File: config.mk
export PLATFORM = sky130hd
export DESIGN_NAME = fifo_wr_ptr_ctrl_flat
export DESIGN_NICKNAME = d
export VERILOG_FILES = /design/src/rtl/fifo_pkg.sv /design/src/rtl/fifo_wr_ptr_ctrl_if.sv /design/src/rtl/fifo_gray_cnt.sv /design/src/rtl/fifo_wr_ptr_ctrl.sv /design/src/flat_wrapper.sv
export SDC_FILE = /design/constraint.sdc
export NUM_CORES = 1
export LEC_CHECK = 0
export ABC_CLOCK_PERIOD_IN_PS = 3650
export CORE_MARGIN = 2
export CORE_UTILIZATION = 46
export DETAILED_ROUTE_END_ITERATION = 16
export PLACE_DENSITY_LB_ADDON = 0.12
export SYNTH_ARGS = -nofsm -noshare
export SYNTH_HDL_FRONTEND = slang
export SYNTH_SLANG_ARGS = --single-unit
File: constraint.sdc
create_clock -name CLK -period 3.65 [get_ports CLK]
set_clock_uncertainty 0.2 [all_clocks]
set_input_delay 0.73 -clock CLK [delete_from_list [all_inputs] [get_ports CLK]]
set_output_delay 0.73 -clock CLK [all_outputs]
set_load 0.1 [all_outputs]
File: src/rtl/fifo_pkg.sv
// Shared async-FIFO pointer helpers: Gray/binary conversion and the full compare.
// Used by both the write-side and read-side pointer controllers.
package fifo_pkg;

  localparam int FIFO_ADDR_WIDTH_DEF = 3;
  localparam int FIFO_AF_MARGIN_DEF  = 2;
  localparam int FIFO_PTR_MAX        = 32;

  // Helpers work on a wide container; callers zero-extend and truncate.
  typedef logic [FIFO_PTR_MAX-1:0] ptr_t;

  function automatic ptr_t bin2gray(input ptr_t b);
    return b ^ (b >> 1);
  endfunction

  function automatic ptr_t gray2bin(input ptr_t g);
    ptr_t b;
    b[FIFO_PTR_MAX-1] = g[FIFO_PTR_MAX-1];
    for (int i = FIFO_PTR_MAX-2; i >= 0; i--) begin
      b[i] = b[i+1] ^ g[i];
    end
    return b;
  endfunction

  // Full when the write Gray pointer equals the read Gray pointer with its top two bits inverted.
  function automatic logic full_match(input ptr_t wgray, input ptr_t rgray, input int pw);
    ptr_t flip;
    flip = ptr_t'(3) << (pw - 2);
    return wgray == (rgray ^ flip);
  endfunction

endpackage

File: src/rtl/fifo_wr_ptr_ctrl_if.sv
// Write-side FIFO controller bus: producer request, synced read pointer in; address, flags, Gray pointer out.
// WR_OVF is present only when FIFO_WR_OVF_FLAG_EN is defined.
interface fifo_wr_ptr_ctrl_if
  import fifo_pkg::*;
#(
  parameter int ADDR_WIDTH = FIFO_ADDR_WIDTH_DEF
);
  localparam int PW = ADDR_WIDTH + 1;

  logic                  W_INC;
  logic [PW-1:0]         WQ2_RPTR;
  logic [ADDR_WIDTH-1:0] WADDR;
  logic                  W_EN;
  logic [PW-1:0]         WPTR;
  logic                  FULL;
  logic                  ALMOST_FULL;
  logic [PW-1:0]         WR_LEVEL;
`ifdef FIFO_WR_OVF_FLAG_EN
  logic                  WR_OVF;
`endif

  modport master (
    output W_INC, WQ2_RPTR,
    input  WADDR, W_EN, WPTR, FULL, ALMOST_FULL, WR_LEVEL
`ifdef FIFO_WR_OVF_FLAG_EN
    , input WR_OVF
`endif
  );

  modport slave (
    input  W_INC, WQ2_RPTR,
    output WADDR, W_EN, WPTR, FULL, ALMOST_FULL, WR_LEVEL
`ifdef FIFO_WR_OVF_FLAG_EN
    , output WR_OVF
`endif
  );

endinterface

File: src/rtl/fifo_gray_cnt.sv
// Binary + Gray pointer counter with increment enable; registered outputs update one cycle after inc.
// No backpressure of its own: the caller gates inc.
module fifo_gray_cnt
  import fifo_pkg::*;
#(
  parameter int W = 4
) (
  input  logic         CLK,
  input  logic         RST,
  input  logic         inc,
  output logic [W-1:0] bin,
  output logic [W-1:0] bin_next,
  output logic [W-1:0] gray,
  output logic [W-1:0] gray_next
);

  assign bin_next  = bin + W'(inc);
  assign gray_next = W'(bin2gray(ptr_t'(bin_next)));

  always_ff @(posedge CLK or negedge RST) begin
    if (!RST) begin
      bin  <= '0;
      gray <= '0;
    end else begin
      bin  <= bin_next;
      gray <= gray_next;
    end
  end

endmodule

File: src/rtl/fifo_wr_ptr_ctrl.sv
// Async-FIFO write pointer/flag generator; flags and pointer registered, W_EN combinational, writes while FULL dropped.
// Optional sticky overflow flag WR_OVF under FIFO_WR_OVF_FLAG_EN.
module fifo_wr_ptr_ctrl
  import fifo_pkg::*;
#(
  parameter int ADDR_WIDTH = FIFO_ADDR_WIDTH_DEF,
  parameter int AF_MARGIN  = FIFO_AF_MARGIN_DEF
) (
  input  logic              CLK,
  input  logic              RST,
  fifo_wr_ptr_ctrl_if.slave bus
);

  localparam int            PW       = ADDR_WIDTH + 1;
  localparam int            DEPTH    = 1 << ADDR_WIDTH;
  localparam logic [PW-1:0] AF_LEVEL = PW'(DEPTH - AF_MARGIN);

  logic [PW-1:0] wbin, wbin_next, wgray, wgray_next;
  logic [PW-1:0] rbin, level_next, level_q;
  logic          full_q, afull_q, w_acc;

  assign w_acc = bus.W_INC & ~full_q;

  fifo_gray_cnt #(.W(PW)) u_wcnt (
    .CLK       (CLK),
    .RST       (RST),
    .inc       (w_acc),
    .bin       (wbin),
    .bin_next  (wbin_next),
    .gray      (wgray),
    .gray_next (wgray_next)
  );

  // Synced read pointer lags, so this level can only over-report.
  assign rbin       = PW'(gray2bin(ptr_t'(bus.WQ2_RPTR)));
  assign level_next = wbin_next - rbin;

  always_ff @(posedge CLK or negedge RST) begin
    if (!RST) begin
      full_q  <= 1'b0;
      afull_q <= 1'b0;
      level_q <= '0;
    end else begin
      full_q  <= full_match(ptr_t'(wgray_next), ptr_t'(bus.WQ2_RPTR), PW);
      afull_q <= (level_next >= AF_LEVEL);
      level_q <= level_next;
    end
  end

`ifdef FIFO_WR_OVF_FLAG_EN
  logic ovf_q;

  always_ff @(posedge CLK or negedge RST) begin
    if (!RST) begin
      ovf_q <= 1'b0;
    end else if (bus.W_INC && full_q) begin
      ovf_q <= 1'b1;
    end
  end

  assign bus.WR_OVF = ovf_q;
`endif

  assign bus.WADDR       = wbin[ADDR_WIDTH-1:0];
  assign bus.W_EN        = w_acc;
  assign bus.WPTR        = wgray;
  assign bus.FULL        = full_q;
  assign bus.ALMOST_FULL = afull_q;
  assign bus.WR_LEVEL    = level_q;

endmodule
File: src/flat_wrapper.sv
// flat-port wrapper written by rule: the top's interface ports become plain ports
module fifo_wr_ptr_ctrl_flat import fifo_pkg::*;
#(
  parameter int ADDR_WIDTH = FIFO_ADDR_WIDTH_DEF,
  parameter int AF_MARGIN  = FIFO_AF_MARGIN_DEF
)
  (CLK, RST, bus_W_INC, bus_WQ2_RPTR, bus_WADDR, bus_W_EN, bus_WPTR, bus_FULL, bus_ALMOST_FULL, bus_WR_LEVEL);
  fifo_wr_ptr_ctrl_if #(.ADDR_WIDTH(ADDR_WIDTH)) bus_i ();
  input  logic CLK;
  input  logic RST;
  input wire logic [$bits(bus_i.W_INC)-1:0] bus_W_INC;
  input wire logic [$bits(bus_i.WQ2_RPTR)-1:0] bus_WQ2_RPTR;
  output wire logic [$bits(bus_i.WADDR)-1:0] bus_WADDR;
  output wire logic [$bits(bus_i.W_EN)-1:0] bus_W_EN;
  output wire logic [$bits(bus_i.WPTR)-1:0] bus_WPTR;
  output wire logic [$bits(bus_i.FULL)-1:0] bus_FULL;
  output wire logic [$bits(bus_i.ALMOST_FULL)-1:0] bus_ALMOST_FULL;
  output wire logic [$bits(bus_i.WR_LEVEL)-1:0] bus_WR_LEVEL;
  assign bus_i.W_INC = bus_W_INC;
  assign bus_i.WQ2_RPTR = bus_WQ2_RPTR;
  assign bus_WADDR = bus_i.WADDR;
  assign bus_W_EN = bus_i.W_EN;
  assign bus_WPTR = bus_i.WPTR;
  assign bus_FULL = bus_i.FULL;
  assign bus_ALMOST_FULL = bus_i.ALMOST_FULL;
  assign bus_WR_LEVEL = bus_i.WR_LEVEL;
  fifo_wr_ptr_ctrl #(.ADDR_WIDTH(ADDR_WIDTH), .AF_MARGIN(AF_MARGIN)) u_core (.CLK(CLK), .RST(RST), .bus(bus_i));
endmodule
* Yosys cells after proc, flatten, opt, wreduce, memory -nomap -nowiden *
Cells that the tools add are included.

cells by class
  add/sub/neg operators = 2
  eq/ne operators = 1
  bitwise operators = 7
  magnitude comparators = 1

operators by type and width
  cell                                                                                 number
  4-bit by 1-bit adder with 4-bit output                                               1
  4-bit == test                                                                        1
  4-bit by 3-bit greater-or-equal comparator with 1-bit output, second input constant  1
  4-bit subtractor                                                                     1
  4-bit by 3-bit bitwise XOR with 4-bit output                                         1
  1-bit bitwise XOR                                                                    3
  2-bit inverter                                                                       1
  1-bit AND                                                                            1
  1-bit inverter                                                                       1

storage, ports and cells
  output and inout port bits = 14
  flip-flop bits (word level) = 14
  logic and storage cells = 16
  bits of input ports = 7

* Longest topological paths before layout *
Gate-level depths: netlist of the first run.

  word-level depth = 5
  mapped depth = 9
  depth with buffers taken out = 9

* Hierarchy *
A second synthesis of the first run with hierarchy kept.

unflattened totals
  cell total of the unflattened synthesis = 50
  area, all modules = 645.6 um2

by module, submodules not included
  module            area each (um2)  instances  sequential area each (um2)  cells an instance
  fifo_wr_ptr_ctrl  361.6            1          150.1                       31
  fifo_gray_cnt     284.0            1          175.2                       19

* Worst setup path before layout of the first run *
Ideal clock, no wire load.

  kind = reg-to-reg
  start point = reg u_core.full_q, in the netlist u_core.bus.FULL
  end point = reg u_core.afull_q, in the netlist u_core.bus.ALMOST_FULL
  buffers on the path = 0
  setup time = 0.118 ns
  cell stages (with the launch flop) = 10
  required time = 3.332 ns
  slack = -0.674 ns
  data arrival time = 4.006 ns
  period minus slack after synthesis = 4.324 ns
  cells stage by stage = dfrtp_1 -> nor2b_1 -> ha_1 -> ha_1 -> xor2_2 -> ha_1 -> a21oi_1 -> o21ai_0 -> xor3_1 -> a21o_1

between the ends
  word-level cells in the longest chain between the ends = 5

ends and longest elaborated chain
  what                                                          RTL line                text
  start, declared                                               fifo_wr_ptr_ctrl.sv:20  logic full_q, afull_q, w_acc;
  start signal, assigned                                        fifo_wr_ptr_ctrl.sv:44  full_q <= full_match(ptr_t'(wgray_next), ptr_t'(bus.WQ2_RPTR), PW);
  1-bit inverter                                                fifo_wr_ptr_ctrl.sv:22  assign w_acc = bus.W_INC & ~full_q;
  1-bit AND                                                     fifo_wr_ptr_ctrl.sv:22
  named net bus_W_EN                                            flat_wrapper.sv:14      output wire logic [$bits(bus_i.W_EN)-1:0] bus_W_EN;
  4-bit by 1-bit adder with 4-bit output                        fifo_gray_cnt.sv:17     assign bin_next = bin + W'(inc);
  named net u_core.u_wcnt.bin_next[2]                           fifo_gray_cnt.sv:12     output logic [W-1:0] bin_next,
  4-bit subtractor                                              fifo_wr_ptr_ctrl.sv:36  assign level_next = wbin_next - rbin;
  named net u_core.level_next[3]                                fifo_wr_ptr_ctrl.sv:19  logic [PW-1:0] rbin, level_next, level_q;
  4-bit by 3-bit greater-or-equal comparator with 1-bit output  fifo_wr_ptr_ctrl.sv:45  afull_q <= (level_next >= AF_LEVEL);
  end signal, assigned                                          fifo_wr_ptr_ctrl.sv:45
  end, declared                                                 fifo_wr_ptr_ctrl.sv:20

The timed path passes the listed nets, and every way through them passes these cells.

* Final worst setup path of the first run *
  start point = in bus_W_INC
  end point = reg u_core.afull_q, in the netlist u_core.bus.ALMOST_FULL

between the ends
  word-level cells in the longest chain between the ends = 4

ends and longest elaborated chain
  what                                                          RTL line                text
  start, declared                                               flat_wrapper.sv:11      input wire logic [$bits(bus_i.W_INC)-1:0] bus_W_INC;
  1-bit AND                                                     fifo_wr_ptr_ctrl.sv:22
  4-bit by 1-bit adder with 4-bit output                        fifo_gray_cnt.sv:17
  named net u_core.u_wcnt.bin_next[2]                           fifo_gray_cnt.sv:12
  4-bit subtractor                                              fifo_wr_ptr_ctrl.sv:36
  named net u_core.level_next[3]                                fifo_wr_ptr_ctrl.sv:19
  4-bit by 3-bit greater-or-equal comparator with 1-bit output  fifo_wr_ptr_ctrl.sv:45

The timed path passes the listed nets, and every way through them passes these cells.

==> summary.txt, run 1 <==
Worst setup path
  – CP cell instances: clkdlybuf4s50_1 -> nor2b_4 -> ha_1 -> ha_1 -> xor2_2 -> ha_1 -> a21oi_1 -> o21ai_0 -> xor3_1 -> a21o_1
  – CP Class: input port to flop
  – CP peak stage delay: 0.45 ns
  – CP startpoint kind: input port
  – Critical path endpoint category: flop
  – CP required: 3.62 ns
  – Crit-path max FO: 6
  – Most used cell, CP: ha_1
  – Arrival time at the worst endpoint: 3.01 ns
  – Slowest CP cell: clkdlybuf4s50_1

Floorplan
  – Num rows: 13
  – Initial Util: 49.33%
  – Die H: 41.36 µm
  – Placeable Area: 1301 µm²
  – Die X: 41.36 µm
  – Die area: 1710 µm²
  – IO Pins: 21

Timing
  – Fmax: 329.2 MHz
  – RSZ-0062 raised after global routing: no
  – PnR worst setup slack: 0.6125 ns
  – Post-route minimum period: 3.038 ns
  – Tcrit/Tclk final: 83.22%
  – Slew Viols, Final: 0
  – Final setup violation count: 0
  – Slew headroom: 35.41%
  – Fin. Hold Viols: 0
  – Setup TNS: 0 ns
  – Least-Margin Pin Slew: 0.9658 ns

Synthesis
  – Synthesized instance count: 49
  – Synth unique cells: 17
  – Main flop type after synthesis: dfrtp_1
  – YS warnings: 0
  – Async SR Flop Fraction: 100.0%
  – Syn Area/Cell: 13.10 µm²
  – Sequential share of the synthesized area: 50.68%
  – Post-synth EDFFs: 0
  – Post-synth top area share: 50.68%
  – Post-synthesis cell area: 641.9 µm²
  – Syn_nets: 62
  – Dominant cell type by area after synthesis: dfrtp_1
  – Top cells by area, synth: dfrtp_1, ha_1, xnor2_1
  – Seq cells post-synth: 13

Placed design
  – Post-DP HPWL: 755.5 µm
  – Setup Slack @ Placement: 0.3184 ns
  – Final GP Congestion: 0.7554
  – # port buffers: 20

Cells and area
  – Area of the multi-input gates: 301.5 µm²
  – Ratio of cells with drive above 1 in the final layout: 17.81%
  – Filler Cell Count: 110
  – Antenna Cells: 0
  – Area Growth Syn to Fin: 37.62%
  – Net count, final: 87
  – Register area: 325.3 µm²

Routing
  – Residual DRC: 0
  – Via count: 418
  – DR WL/cell: 10.13 µm
  – Initial DRC Count: 3
  – Routed vias/inst: 4.750
  – Pre-antenna DRT Iters: 2
  – Total Wirelength: 891 µm
  – Antenna Violating Nets Remaining: 0

Clocking
  – Root Driver: clkbuf_4
  – Post-CTS sizing: 0
  – Total number of H-tree levels: 1
  – CTS Buffer Depth: 2
  – Clock sinks: 13
  – Worst-skew pair later-pin latency: 0.27 ns
  – Post CTS Setup Buffer Count: 0
  – CTS tree: built
  – CTS Hold Bufs: 0
  – Clk slew on worst S/H paths: 0.08 ns
  – Total CTS buffers: 3

Run status
  – Status: completed

Global routing
  – Total GRT Usage: 13.88%
  – Vias in the first global route: 332
  – First-pass GRT wire length: 1.435 mm
  – Initial antenna violation count: 0
  – Grt ovf: 0
  – Largest net degree at the start of global routing: 14

Run
  – Maximum Capacitance Violations: 0

Hold path
  – HP Class: flop to flop
==> Yosys cell counts (all sizes together) (2+ instances only) <==
library cell / n
nand3: 3
ha: 5
xnor2: 5
xor2: 7
or3: 2
inv: 6
dfrtp: 13
==> critical path, delay by kind of cell <==
kind	cells	cell delay [ns]
adders and majority gates	3	0.73
AOI/OAI and AO/OA	3	0.39
buffers and inverters	1	0.45
and+or+nand+nor	1	0.13
xor gates and xnor gates	2	0.57
==> placed cells by master (no fill, tap or decap), types with 2 or more instances in the layout <==
cell	n
clkdlybuf4s50_1	15
dfrtp_1	13
inv_1	6
xnor2_1	5
xor2_1	5
ha_1	5
buf_4	5
clkbuf_4	3
xor2_2	2
nand3_1	2
or3_1	2
==> final timing paths <==
path                                                startpoint  slack [ns]  cells after the start                          endpoint
min in group asynchronous                                  RST        0.60                      1   u_core.u_wcnt.gray[2]$_DFF_PN0_
worst max register to register       u_core.bus.FULL$_DFF_PN0_        1.13                      9  u_core.bus.ALMOST_FULL$_DFF_PN0_
max in group asynchronous                                  RST        2.30                      1   u_core.u_wcnt.gray[0]$_DFF_PN0_
worst min-delay path            u_core.u_wcnt.bin[3]$_DFF_PN0_        0.41                      2    u_core.u_wcnt.bin[3]$_DFF_PN0_
worst min register to register  u_core.u_wcnt.bin[3]$_DFF_PN0_        0.41                      2    u_core.u_wcnt.bin[3]$_DFF_PN0_
worst max-delay path                                 bus_W_INC        0.61                     10  u_core.bus.ALMOST_FULL$_DFF_PN0_
==> layer usage <==
metal	share of wire (%)	vias up	GRT usage, %
met2	48	19	19.92
met4	2.1	0	9.677
met5	0	-	0
met3	7.6	2	4.787
li1	-	204	-
met1	42	193	17.35
==> cells by family (layout without fill, tap and decap cells) <==
logic type / after synthesis / count (layout) / share of synthesized area [%]
adder cells (fa/ha/maj): 6 / 6 / 12.87
buffers and inverters: 6 / 30 / 3.509
AO/OA/AOI/OAI: 4 / 4 / 3.898
flip-flops: 13 / 13 / 50.68
AND/OR/NAND/NOR: 7 / 7 / 6.628
XOR/XNOR: 13 / 13 / 22.42
==> sequential cells by signal, indices dropped and copies added, names as in the netlist <==
| name | count |
|---|---|
| u_core.bus.ALMOST_FULL | 1 |
| u_core.bus.FULL | 1 |
| u_core.bus.WR_LEVEL | 4 |
| u_core.u_wcnt.bin | 4 |
| u_core.u_wcnt.gray | 3 |
==> layout make-up <==
class | instances | area share, %
sequential | 13 | 36.83
multi-input combinational | 30 | 34.14
timing repair buffer | 20 | 21.25
clock buffer | 3 | 2.550
inverter | 6 | 2.550
tap | 15 | 2.125
clock inverter | 1 | 0.5666
==> stage by stage <==
stage | hold slack [ns] | cell area (µm²) | std cells | utilization, %
finish | 0.4150 | 883.3 | 88 | 67.88
global placement | 0.3997 | 855.8 | 84 | 65.77
global route | 0.4631 | 883.3 | 88 | 67.88
CTS | 0.4215 | 883.3 | 88 | 67.88
detailed placement | 0.3995 | 855.8 | 84 | 65.77
floorplan | 0.2344 | 649.4 | 49 | -
Power of run 1 is left out: the tool's default activity adds up to more than one toggle a clock period on the data nets, which glitch-free logic cannot reach.
==> run 2: changes to the inputs <==
--- a/config.mk
+++ b/config.mk
@@ -5,9 +5,9 @@
 export SDC_FILE = /design/constraint.sdc
 export NUM_CORES = 1
 export LEC_CHECK = 0
-export ABC_CLOCK_PERIOD_IN_PS = 3650
+export ABC_CLOCK_PERIOD_IN_PS = 3200
 export CORE_MARGIN = 2
-export CORE_UTILIZATION = 46
+export CORE_UTILIZATION = 43
 export DETAILED_ROUTE_END_ITERATION = 16
 export PLACE_DENSITY_LB_ADDON = 0.12
 export SYNTH_ARGS = -nofsm -noshare
==> constraint.sdc (replaced) <==
create_clock -name CLK -period 3.2 [get_ports CLK]
set_clock_uncertainty 0.2 [all_clocks]
set_input_delay 0.64 -clock CLK [delete_from_list [all_inputs] [get_ports CLK]]
set_output_delay 0.64 -clock CLK [all_outputs]
set_load 0.1 [all_outputs]
==> summary.txt, run 2 (synthesis results as in run 1) <==
Run status
  – Status: completed

Routing
  – Antenna Violating Nets Remaining: 0
  – Residual DRC: 0
  – Via count: 429
  – Initial DRC Count: 5
  – DR WL/cell: 11.88 µm
  – Routed vias/inst: 4.714
  – Pre-antenna DRT Iters: 3
  – Total Wirelength: 1.081 mm

Worst setup path
  – Reg-to-reg endpoint: u_core.bus.ALMOST_FULL$_DFF_PN0_
  – CP cell instances: clkdlybuf4s50_1 -> nor2b_4 -> ha_1 -> ha_1 -> xor2_2 -> ha_1 -> nand2_1 -> o21ai_0 -> xor3_1 -> a21o_1
  – Most used cell, CP: ha_1
  – CP required: 3.16 ns
  – CP startpoint kind: input port
  – CP peak stage delay: 0.40 ns
  – Buf/Inv on CP: 1
  – Slowest CP cell: clkdlybuf4s50_1
  – Worst r2r path cells: 9
  – R2r setup slk: 0.78 ns
  – Critical path endpoint category: flop
  – Family with the most delay on the worst path: adder cells
  – Reg-to-Reg Start: u_core.bus.FULL$_DFF_PN0_
  – Arrival time at the worst endpoint: 2.83 ns
  – CP Class: input port to flop
  – Crit-path max FO: 3

Timing
  – Post-route minimum period: 2.871 ns
  – Fin. Hold Viols: 0
  – Tcrit/Tclk final: 89.72%
  – Slew Viols, Final: 0
  – Fmax: 348.3 MHz
  – RSZ-0062 raised after global routing: no
  – Least-Margin Pin Slew: 0.5685 ns
  – Setup TNS: 0 ns
  – Slew headroom: 61.98%
  – Hold Slack: 0.4409 ns
  – Final setup violation count: 0

Placed design
  – Placed insts: 87
  – Post-DP HPWL: 906.3 µm
  – # port buffers: 20
  – Final GP Congestion: 0.7874

Hold path
  – Hold depth: 1
  – WHS Endpoint: u_core.u_wcnt.bin[0]$_DFF_PN0_
  – HP Class: flop to flop
  – Worst hold start: u_core.u_wcnt.bin[0]$_DFF_PN0_

Floorplan
  – Die X: 42.64 µm
  – Num rows: 13
  – IO Pins: 21
  – Placeable Area: 1350 µm²
  – Initial Util: 47.54%
  – Die H: 42.64 µm
  – Die area: 1818 µm²

Cells and area
  – Area Growth Syn to Fin: 39.57%
  – Antenna Cells: 0
  – Ratio of cells with drive above 1 in the final layout: 32.89%
  – Post-route insts no fill: 91
  – Net count, final: 90
  – Filler Cell Count: 123
  – Commonest non-fill, non-tap cell in the layout: buf_4
  – Commonest non-fill, non-tap cells in the layout: buf_4, dfrtp_1, inv_1, clkdlybuf4s50_1

Global routing
  – Total GRT Usage: 13.80%
  – Vias in the first global route: 408
  – First-pass GRT wire length: 1.794 mm
  – Largest net degree at the start of global routing: 14
  – Initial antenna violation count: 0
  – Grt ovf: 0

Clocking
  – Total CTS buffers: 3
  – Clk slew on worst S/H paths: 0.08 ns
  – Worst-skew pair later-pin latency: 0.27 ns
  – Total number of H-tree levels: 1
  – CTS tree: built
  – Post CTS Setup Buffer Count: 0
  – Post-CTS sizing: 0
  – CTS Buffer Depth: 2
  – CTS Hold Bufs: 0
  – Root Driver: clkbuf_4
  – Clock sinks: 13

Run
  – Maximum Capacitance Violations: 0
==> run 2: cell types whose count changed in the layout (fill, tap and decap cells not counted) <==
cell and change:
clkinv_2 -1, dfrtp_2 +1, buf_4 +11, dfrtp_1 -1, clkbuf_1 +1, buf_12 +1
clkdlybuf4s50_1 -9
==> run 2: worst max path at each step <==
stage,startpoint,to,cells past startpoint
after floorplan,u_core.bus.FULL$_DFF_PN0_,u_core.bus.ALMOST_FULL$_DFF_PN0_,9
after global placement,bus_W_INC,u_core.bus.ALMOST_FULL$_DFF_PN0_,10
after detailed placement,bus_W_INC,u_core.bus.ALMOST_FULL$_DFF_PN0_,10
after CTS,bus_W_INC,u_core.bus.ALMOST_FULL$_DFF_PN0_,10
after global routing,bus_W_INC,u_core.bus.ALMOST_FULL$_DFF_PN0_,10
final,bus_W_INC,u_core.bus.ALMOST_FULL$_DFF_PN0_,10
==> run 2: per-stage QoR <==
| stage | util (%) | area (µm²) | setup WS, ns |
|---|---|---|---|
| after floorplan | - | 650.6 | 0.04593 |
| after global placement | 64.41 | 869.6 | 0.1130 |
| after detailed placement | 64.41 | 869.6 | 0.04683 |
| after CTS | 66.36 | 895.9 | 0.3302 |
| after global routing | 66.36 | 895.9 | 0.2496 |
| final | 66.36 | 895.9 | 0.3291 |
==> run 2: cell type report <==
type / instances / area (µm²) / share of cell area (%)
Clock buffer: 4 / 26.28 / 2.933
Timing Repair Buffer: 23 / 200.2 / 22.35
Inverter: 6 / 22.52 / 2.514
Sequential cell: 13 / 326.6 / 36.45
Multi-Input combinational cell: 30 / 301.5 / 33.66
Tap cell: 15 / 18.77 / 2.095
==> run 2: routing by layer <==
layer	global-route usage [%]	part of all wire [%]	up-vias
met4	9.375	0	0
met3	1.724	5.9	0
met2	20.30	50	14
li1	-	-	212
met5	0	0	-
met1	18.68	44	203
Power of run 2 is left out for the same reason.
==> run 3: changes to the inputs <==
--- a/config.mk
+++ b/config.mk
@@ -6,7 +6,7 @@
 export NUM_CORES = 1
 export LEC_CHECK = 0
 export ABC_CLOCK_PERIOD_IN_PS = 3200
-export CORE_MARGIN = 2
+export CORE_MARGIN = 4
 export CORE_UTILIZATION = 43
 export DETAILED_ROUTE_END_ITERATION = 16
 export PLACE_DENSITY_LB_ADDON = 0.12
==> summary.txt, run 3 (synthesis results as in run 1) <==
Placed design
  – Final GP Congestion: 0.7307
  – # port buffers: 20
  – Post-DP HPWL: 963.4 µm

Global routing
  – Initial antenna violation count: 0
  – Largest net degree at the start of global routing: 14
  – Grt ovf: 0
  – Vias in the first global route: 478
  – First-pass GRT wire length: 1.876 mm
  – Total GRT Usage: 12.66%

Timing
  – Setup TNS: 0 ns
  – Post-route minimum period: 2.809 ns
  – Tcrit/Tclk final: 87.77%
  – RSZ-0062 raised after global routing: no
  – Final setup violation count: 0
  – Fmax: 356.0 MHz
  – Slew headroom: 62.27%
  – Slew Viols, Final: 0
  – Fin. Hold Viols: 0
  – Least-Margin Pin Slew: 0.5643 ns

Clocking
  – Root Driver: clkbuf_4
  – Post CTS Setup Buffer Count: 0
  – CTS Hold Bufs: 0
  – Total CTS buffers: 3
  – CTS tree: built
  – Clk slew on worst S/H paths: 0.08 ns
  – Clock sinks: 13
  – Post-CTS sizing: 0
  – CTS Buffer Depth: 2
  – Total number of H-tree levels: 1
  – Worst-skew pair later-pin latency: 0.27 ns

Worst setup path
  – CP cell instances: clkdlybuf4s50_1 -> nor2b_4 -> ha_1 -> ha_1 -> xor2_2 -> ha_1 -> nand2_1 -> o21ai_0 -> xor3_1 -> a21o_1
  – Arrival time at the worst endpoint: 2.77 ns
  – Slowest CP cell: clkdlybuf4s50_1
  – CP required: 3.16 ns
  – Most used cell, CP: ha_1
  – CP peak stage delay: 0.40 ns
  – Crit-path max FO: 3
  – Critical path endpoint category: flop
  – CP Class: input port to flop
  – CP startpoint kind: input port

Cells and area
  – Net count, final: 91
  – Ratio of cells with drive above 1 in the final layout: 33.77%
  – Area Growth Syn to Fin: 40.74%
  – Commonest non-fill, non-tap cells in the layout: buf_4, dfrtp_1, inv_1, clkdlybuf4s50_1
  – Antenna Cells: 0
  – Commonest non-fill, non-tap cell in the layout: buf_4

Floorplan
  – Die area: 2175 µm²
  – Die H: 46.64 µm
  – Num rows: 13
  – Initial Util: 47.54%
  – Placeable Area: 1350 µm²
  – Die X: 46.64 µm
  – IO Pins: 21

Routing
  – Pre-antenna DRT Iters: 2
  – Via count: 440
  – Routed vias/inst: 4.783
  – DR WL/cell: 12.11 µm
  – Initial DRC Count: 1
  – Residual DRC: 0
  – Total Wirelength: 1.114 mm
  – Antenna Violating Nets Remaining: 0

Run status
  – Status: completed

Hold path
  – HP Class: flop to flop

Run
  – Maximum Capacitance Violations: 0
[run 3: cell count changes in the layout (fill, tap and decap cells not counted), sizes merged]
| cell | previous run | this run |
|---|---|---|
| buf | 17 | 18 |
[run 3: path summary, 6_finish.rpt]
path | cells after the start | endpoint | slack (ns) | start
setup / recovery | 10 | u_core.bus.ALMOST_FULL$_DFF_PN0_ | 0.39 | bus_W_INC
hold / removal | 1 | u_core.u_wcnt.bin[0]$_DFF_PN0_ | 0.45 | u_core.u_wcnt.bin[0]$_DFF_PN0_
hold reg to reg | 1 | u_core.u_wcnt.bin[0]$_DFF_PN0_ | 0.45 | u_core.u_wcnt.bin[0]$_DFF_PN0_
setup reg to reg | 9 | u_core.bus.ALMOST_FULL$_DFF_PN0_ | 0.85 | u_core.bus.FULL$_DFF_PN0_
max in group asynchronous | 1 | u_core.bus.FULL$_DFF_PN0_ | 1.87 | RST
min in group asynchronous | 1 | u_core.u_wcnt.bin[2]$_DFF_PN0_ | 0.53 | RST
[run 3: layer usage]
layer	up-vias	GRT usage (%)	wire (µm)
met5	-	0	0
met1	208	15.05	468
met2	18	21.43	530
met4	0	6.630	19
li1	212	-	-
met3	2	2.344	96
[run 3: worst max-delay path: cells and delay by family]
family / cells / cell delay, ns
compound gates: 2 / 0.33
xor+xnor: 2 / 0.46
fa+ha+maj: 3 / 0.76
buf+inv: 1 / 0.40
simple gates: 2 / 0.19
[run 3: area by class of cell]
| cell class | instances | area, µm² |
|---|---|---|
| Multi-Input combinational cell | 30 | 301.5 |
| Clock buffer | 4 | 26.28 |
| Sequential cell | 13 | 326.6 |
| Fill cell | 119 | 446.7 |
| Timing Repair Buffer | 24 | 207.7 |
| Inverter | 6 | 22.52 |
| Tap cell | 15 | 18.77 |
[run 3: metrics by stage]
stage	worst slack [ns]	instance area [µm²]	utilization [%]	std cells	hold WS, ns
after global routing	0.2757	903.4	66.91	92	0.5078
after CTS	0.3790	903.4	66.91	92	0.4566
after global placement	0.1068	877.1	64.97	88	0.4348
final	0.3914	903.4	66.91	92	0.4527
after detailed placement	0.09451	877.1	64.97	88	0.4376
after floorplan	0.04593	650.6	-	49	0.1444
Power of run 3 is left out for the same reason.
